$ cat src/rtl/uart_tx_arbiter_pkg.sv
// Shared types and helpers for the UART transmit arbiter: FSM states,
// index widths and the round-robin winner search.
package uart_arb_pkg;

  typedef enum logic [1:0] {ST_IDLE, ST_ARB, ST_PRESENT} arb_state_e;

  localparam int unsigned REQ_MAX  = 8;
  localparam int unsigned ID_W_MAX = $clog2(REQ_MAX);
  localparam int unsigned CAND_W   = ID_W_MAX + 1;

  typedef struct packed {
    logic                found;
    logic [ID_W_MAX-1:0] idx;
  } rr_pick_t;

  function automatic int unsigned id_w(input int unsigned n);
    return (n < 2) ? 1 : $clog2(n);
  endfunction

  // First valid index strictly after ptr, wrapping at n.
  function automatic rr_pick_t rr_pick(input logic [REQ_MAX-1:0]  valid,
                                       input logic [ID_W_MAX-1:0] ptr,
                                       input int unsigned         n);
    rr_pick_t          r;
    logic [CAND_W-1:0] cand;
    r = '0;
    for (int k = 1; k <= int'(REQ_MAX); k++) begin
      cand = {1'b0, ptr} + CAND_W'(k);
      if (cand >= CAND_W'(n)) cand = cand - CAND_W'(n);
      if (k <= int'(n) && !r.found && valid[cand[ID_W_MAX-1:0]]) begin
        r.found = 1'b1;
        r.idx   = cand[ID_W_MAX-1:0];
      end
    end
    return r;
  endfunction

endpackage

$ cat src/rtl/uart_tx_arbiter_if.sv
// Byte load interface between the arbiter (master) and the UART transmitter core (slave).
interface uart_tx_if;
  logic [7:0] tx_D;
  logic       tx_D_RYn;
  logic       tx_read;
  logic       tx_BUSYn;

  modport master (output tx_D, tx_D_RYn, input  tx_read, tx_BUSYn);
  modport slave  (input  tx_D, tx_D_RYn, output tx_read, tx_BUSYn);
endinterface

$ cat src/rtl/uart_tx_arbiter_sync.sv
// Two-flop synchroniser for a single asynchronous level.
module sync_2ff #(
  parameter logic RST_VAL = 1'b0
) (
  input  logic clk,
  input  logic rst_n,
  input  logic i_d,
  output logic o_q
);
  logic r_meta, r_q;

  always_ff @(posedge clk or negedge rst_n) begin
    if (!rst_n) begin
      r_meta <= RST_VAL;
      r_q    <= RST_VAL;
    end else begin
      r_meta <= i_d;
      r_q    <= r_meta;
    end
  end

  assign o_q = r_q;
endmodule

$ cat src/rtl/uart_tx_arbiter.sv
// Round-robin scheduler sharing one UART transmitter between NUM_REQ byte
// sources, with CTS flow control and a per-grant burst limit.
module uart_tx_arbiter
  import uart_arb_pkg::*;
#(
  parameter int unsigned NUM_REQ   = 4,
  parameter int unsigned MAX_BURST = 4,
  localparam int unsigned ID_W     = id_w(NUM_REQ)
) (
  input  logic                 clk,
  input  logic                 rst_n,
  input  logic                 enable,
  input  logic                 cts_n,
  input  logic [NUM_REQ-1:0]   req_valid,
  input  logic [NUM_REQ*8-1:0] req_data,
  output logic [NUM_REQ-1:0]   req_ready,
  uart_tx_if.master            tx,
  output logic [NUM_REQ-1:0]   grant,
  output logic [ID_W-1:0]      active_id,
  output logic                 idle
);
  localparam logic [3:0] BURST_MAX = 4'(MAX_BURST);

  arb_state_e              r_state, w_nxt;
  logic [7:0]              r_hold;
  logic [ID_W-1:0]         r_ptr, r_active, w_win_id;
  logic [3:0]              r_burst;
  logic [NUM_REQ-1:0]      r_grant, w_win_oh, w_own_oh;
  logic [NUM_REQ-1:0][7:0] w_data;
  logic                    w_cts_q, w_cts_ok, w_go, w_any, w_cont, w_unused;
  rr_pick_t                w_pick;

  // cts_n idles deasserted so nothing is presented until the line is sampled.
  sync_2ff #(.RST_VAL(1'b1)) u_cts_sync (
    .clk   (clk),
    .rst_n (rst_n),
    .i_d   (cts_n),
    .o_q   (w_cts_q)
  );

  assign w_cts_ok = ~w_cts_q;
  assign w_go     = enable & w_cts_ok;
  assign w_any    = |req_valid;
  assign w_data   = req_data;
  assign w_pick   = rr_pick(REQ_MAX'(req_valid), ID_W_MAX'(r_ptr), NUM_REQ);
  assign w_win_id = ID_W'(w_pick.idx);
  assign w_win_oh = NUM_REQ'(1) << w_win_id;
  assign w_own_oh = NUM_REQ'(1) << r_ptr;
  assign w_unused = &{1'b0, w_pick.idx};

  // Burst continuation: refill from the current owner on the read strobe itself.
  assign w_cont = (r_state == ST_PRESENT) & tx.tx_read & w_go
                & req_valid[r_ptr] & (r_burst < BURST_MAX);

  always_comb begin
    w_nxt     = r_state;
    req_ready = '0;
    case (r_state)
      ST_IDLE: if (w_go && w_any) w_nxt = ST_ARB;
      ST_ARB: begin
        if (w_pick.found) begin
          w_nxt     = ST_PRESENT;
          req_ready = w_win_oh;
        end else begin
          w_nxt = ST_IDLE;
        end
      end
      ST_PRESENT: begin
        if (tx.tx_read) begin
          if (w_cont)             req_ready = w_own_oh;
          else if (w_go && w_any) w_nxt     = ST_ARB;
          else                    w_nxt     = ST_IDLE;
        end
      end
      default: w_nxt = ST_IDLE;
    endcase
  end

  always_ff @(posedge clk or negedge rst_n) begin
    if (!rst_n) begin
      r_state  <= ST_IDLE;
      r_hold   <= '0;
      r_ptr    <= ID_W'(NUM_REQ - 1);
      r_active <= '0;
      r_burst  <= '0;
      r_grant  <= '0;
    end else begin
      r_state <= w_nxt;
      if (r_state == ST_ARB) begin
        if (w_pick.found) begin
          r_hold   <= w_data[w_win_id];
          r_ptr    <= w_win_id;
          r_active <= w_win_id;
          r_grant  <= w_win_oh;
          r_burst  <= 4'd1;
        end else begin
          r_grant <= '0;
        end
      end else if (w_cont) begin
        r_hold  <= w_data[r_ptr];
        r_burst <= r_burst + 4'd1;
      end else if (r_state == ST_PRESENT && tx.tx_read && w_nxt == ST_IDLE) begin
        r_grant <= '0;
      end
    end
  end

  assign tx.tx_D     = r_hold;
  assign tx.tx_D_RYn = ~((r_state == ST_PRESENT) & w_cts_ok);
  assign grant       = r_grant;
  assign active_id   = r_active;
  assign idle        = (r_state == ST_IDLE) & tx.tx_BUSYn;

endmodule

$ cat src/flat_wrapper.sv
// flat-port wrapper written by rule: the top's interface ports become plain ports
module uart_tx_arbiter_flat import uart_arb_pkg::*;
#(
  parameter int unsigned NUM_REQ   = 4,
  parameter int unsigned MAX_BURST = 4,
  localparam int unsigned ID_W     = id_w(NUM_REQ)
)
  (clk, rst_n, enable, cts_n, req_valid, req_data, req_ready, grant, active_id, idle, tx_tx_D, tx_tx_D_RYn, tx_tx_read, tx_tx_BUSYn);
  uart_tx_if tx_i ();
  input  logic clk;
  input  logic rst_n;
  input  logic enable;
  input  logic cts_n;
  input  logic [NUM_REQ-1:0] req_valid;
  input  logic [NUM_REQ*8-1:0] req_data;
  output logic [NUM_REQ-1:0] req_ready;
  output logic [NUM_REQ-1:0] grant;
  output logic [ID_W-1:0] active_id;
  output logic idle;
  output wire logic [$bits(tx_i.tx_D)-1:0] tx_tx_D;
  output wire logic [$bits(tx_i.tx_D_RYn)-1:0] tx_tx_D_RYn;
  input wire logic [$bits(tx_i.tx_read)-1:0] tx_tx_read;
  input wire logic [$bits(tx_i.tx_BUSYn)-1:0] tx_tx_BUSYn;
  assign tx_tx_D = tx_i.tx_D;
  assign tx_tx_D_RYn = tx_i.tx_D_RYn;
  assign tx_i.tx_read = tx_tx_read;
  assign tx_i.tx_BUSYn = tx_tx_BUSYn;
  uart_tx_arbiter #(.NUM_REQ(NUM_REQ), .MAX_BURST(MAX_BURST)) u_core (.clk(clk), .rst_n(rst_n), .enable(enable), .cts_n(cts_n), .req_valid(req_valid), .req_data(req_data), .req_ready(req_ready), .tx(tx_i), .grant(grant), .active_id(active_id), .idle(idle));
endmodule
$ cat config.mk
export PLATFORM = sky130hd
export DESIGN_NAME = uart_tx_arbiter_flat
export DESIGN_NICKNAME = d
export VERILOG_FILES = /design/src/rtl/uart_tx_arbiter_pkg.sv /design/src/rtl/uart_tx_arbiter_if.sv /design/src/rtl/uart_tx_arbiter_sync.sv /design/src/rtl/uart_tx_arbiter.sv /design/src/flat_wrapper.sv
export SDC_FILE = /design/constraint.sdc
export NUM_CORES = 1
export LEC_CHECK = 0
export ABC_CLOCK_PERIOD_IN_PS = 5970
export BUFFER_PORTS_ARGS = -buffer_cell sky130_fd_sc_hd__buf_2
export CORE_ASPECT_RATIO = 1.5
export CORE_MARGIN = 4
export CORE_UTILIZATION = 45
export CTS_CLUSTER_SIZE = 20
export DETAILED_ROUTE_END_ITERATION = 6
export HOLD_SLACK_MARGIN = 0.12
export PLACE_DENSITY = 0.82
export REMOVE_ABC_BUFFERS = 1
export SYNTH_ARGS = -nofsm -noshare
export SYNTH_HDL_FRONTEND = slang
export SYNTH_SLANG_ARGS = --single-unit
$ cat constraint.sdc
create_clock -name clk -period 5.97 [get_ports clk]
set_input_delay 1.791 -clock clk [delete_from_list [all_inputs] [get_ports clk]]
set_output_delay 1.791 -clock clk [all_outputs]
set_load 0.02 [all_outputs]
==> metrics.csv <==
metric;value;unit
synth_top_family_by_area;multiplexers;
die_h;89.6;um
cp_data_required_time;4.18;ns
drv_slew;0;
htree_levels;1;
setup-violations-final;0;
fillCellCount;406;
rsz0062_at_grt;no;
max_freq;182;MHz
cts_tree;done;
status;completed;
final_common_cell;buf_2;
dieArea;5600;um^2
cts_sinks;24;
cp.arrival;3.70;ns
post-dp-hpwl;3.85;mm
post_cts_buffers;0;
yosys.area_share.simple;13.4;%
synthXorXnorAreaFrac;0;%
drt-total-wl;5.01;mm
postRouteAntennaNets;0;
yosys.area_share.adder;5.63;%
clkTransAtPathRegs;0.08;ns
antenna_found_initial;0;
wl_per_cell;17.2;um
crit_path_top_delay_cell;a21oi_2;
mostFrequentLayoutCells;61 x buf_2, 20 x dfrtp_1, 19 x mux2i_1, 13 x nand2_1;
fin_crit_sh;91.9;%
worst_setup_path_start_kind;input pin;
multi_input_area;1260;um^2
seqCellArea;606;um^2
cts_max_path_buffers;2;
start_util;46.7;%
fin_crit;5.49;ns
tns;0;ns
first_pass_iters;4;
drive_above_1_share;38.0;%
stdcell_count;291;
io_buffers;61;
synth_edf_count;0;
synthToLayoutAreaGrowth;17.5;%
path_max_fanout;11;
yosysUniqueCellTypes;50;
fin_ws;0.482;ns
yosys_most_used_dff;dfrtp_1;
synth_cells;191;
syn_avg_cell_area;10.5;um^2
hold_path.class;reg -> reg;
skew;0.00590;ns
grt_max_degree;25;
cpMostUsedCell;buf_2;
yosysTopAreaCellShare;25.0;%
async_reset_ff_share;100;%
overflow;0;
path_cells;buf_2, mux2i_4, or2_2, a32o_1, a21oi_2, nand3_1, a21boi_0, buf_2;
final_hold_viol_count;0;
die_w;62.4;um
end_kind;output pin;
rows;29;
ys_seq_area_share;30.3;%
dp_slack;0.455;ns
maxCapViolCount;0;
grt_pass1_vias;1854;
cts_buffers;3;
synthMuxAreaShare;23.3;%
ctsHoldBuffers;0;
diodes;0;
power_density;502;nW/um^2
yosys_warnings;0;
synth_compound_area_share;20.8;%
grt_first_pass_wirelength;8.42;mm
synthTopCellsByArea;dfrtp_1 25%, mux2i_1 9.5%, mux4_2 9.0%;
slew_headroom;56.5;%
gp_congestion;0.899;
cts_resized;0;
p_leak;1.08;nW
critPathKind;in -> out;
grt_usage;18.6;%
dr_total_vias;1732;
worst_path_largest_cell_delay;0.42;ns
io_pins;62;
worst_pin_slew;0.651;ns
core_area;4280;um^2
dp_cells;287;
remaining_drc_errors;0;
drtIter0Drc;59;
syn-cell-area;2000;um^2
finalNetCount;297;
ir_drop;0.000298;V
synth.ff_latch_count;24;
routed_via_density;5.95;
yosys.area.top_type;dfrtp_1;
clock_latency;0.27;ns
root_buffer;clkbuf_8;
==> cell families (layout without fill, tap and decap cells) <==
| kind of cell | count (synthesis) | in the layout |
|---|---|---|
| adder cells (fa/ha/maj) | 9 | 9 |
| AND/OR/NAND/NOR | 51 | 51 |
| AO/OA/AOI/OAI | 53 | 53 |
| multiplexers | 33 | 33 |
| buffers and inverters | 21 | 75 |
| flip-flops | 24 | 24 |
==> where the power goes <==
group | internal, mW | total (mW) | switching [mW]
Combinational | 0.331 | 0.744 | 0.413
Clock | 0.0897 | 0.143 | 0.0538
Sequential | 0.230 | 0.291 | 0.0614
Total | 0.650 | 1.18 | 0.528
==> metrics by stage <==
step                area, um^2  hold slack (ns)  util, %  power [mW]
global placement          2280            0.351     53.2        1.02
detailed placement        2280            0.349     53.2        1.04
global route              2350            0.368     54.9        1.26
CTS                       2350            0.363     54.9        1.18
finish                    2350            0.360     54.9        1.18
floorplan                 1900            0.345        -       0.839
==> routing by layer <==
| layer | GRT usage, % | vias to the layer above | wire length, um |
|---|---|---|---|
| met3 | 2.99 | 8 | 232 |
| met5 | 0 | - | 0 |
| met1 | 21.2 | 836 | 1950 |
| met2 | 35.4 | 51 | 2750 |
| met4 | 6.83 | 0 | 80 |
| li1 | - | 837 | - |
==> worst max-delay path, delay by kind of cell <==
kind	cells	cell delay, ns
AO/OA/AOI/OAI	3	0.90
buffers and inverters	2	0.40
AND/OR/NAND/NOR	2	0.46
multiplexers	1	0.13
==> synth_stat cells, drive strengths merged, types with 3 or more instances <==
library cell  count
a21boi            4
a21oi            11
a221oi            8
a32oi             3
and2              4
buf              10
clkbuf            3
dfrtp            20
dfstp             4
ha                9
inv               8
mux2              3
mux2i            21
mux4              9
nand2            14
nand2b            7
nand3             6
nor2              7
o21ai             6
o22ai            10
==> area by class of cell <==
cell class              count  area share, %
flip-flops and latches     24           25.8
inverters                   8           1.28
clock buffers               3           1.76
multi-input cells         146           53.8
clock inverters             1           1.28
repair buffers             63           13.6
well taps                  46           2.45
==> path summary, 6_finish.rpt <==
| kind | from | depth (start not counted) | slack, ns | end |
|---|---|---|---|---|
| setup / recovery | req_valid[3] | 8 | 0.48 | req_ready[2] |
| hold / removal | u_core.u_cts_sync.r_meta$_DFF_PN1_ | 0 | 0.36 | u_core.u_cts_sync.o_q$_DFF_PN1_ |
| setup reg to reg | u_core.r_ptr[1]$_DFFE_PN1P_ | 8 | 2.64 | u_core.tx.tx_D[2]$_DFFE_PN0P_ |
| hold reg to reg | u_core.u_cts_sync.r_meta$_DFF_PN1_ | 0 | 0.36 | u_core.u_cts_sync.o_q$_DFF_PN1_ |
| max in group asynchronous | rst_n | 1 | 4.11 | u_core.u_cts_sync.o_q$_DFF_PN1_ |
| min in group asynchronous | rst_n | 1 | 1.48 | u_core.active_id[0]$_DFFE_PN0P_ |
==> registers in the layout, summed over array words and instances, names as in the netlist <==
name,flops
u_core.u_cts_sync.r_meta,1
u_core.active_id,2
u_core.u_cts_sync.o_q,1
u_core.tx.tx_D,8
u_core.grant,4
u_core.r_ptr,2
u_core.r_state,2
u_core.r_burst,4
(Power assumes the default switching activity.)
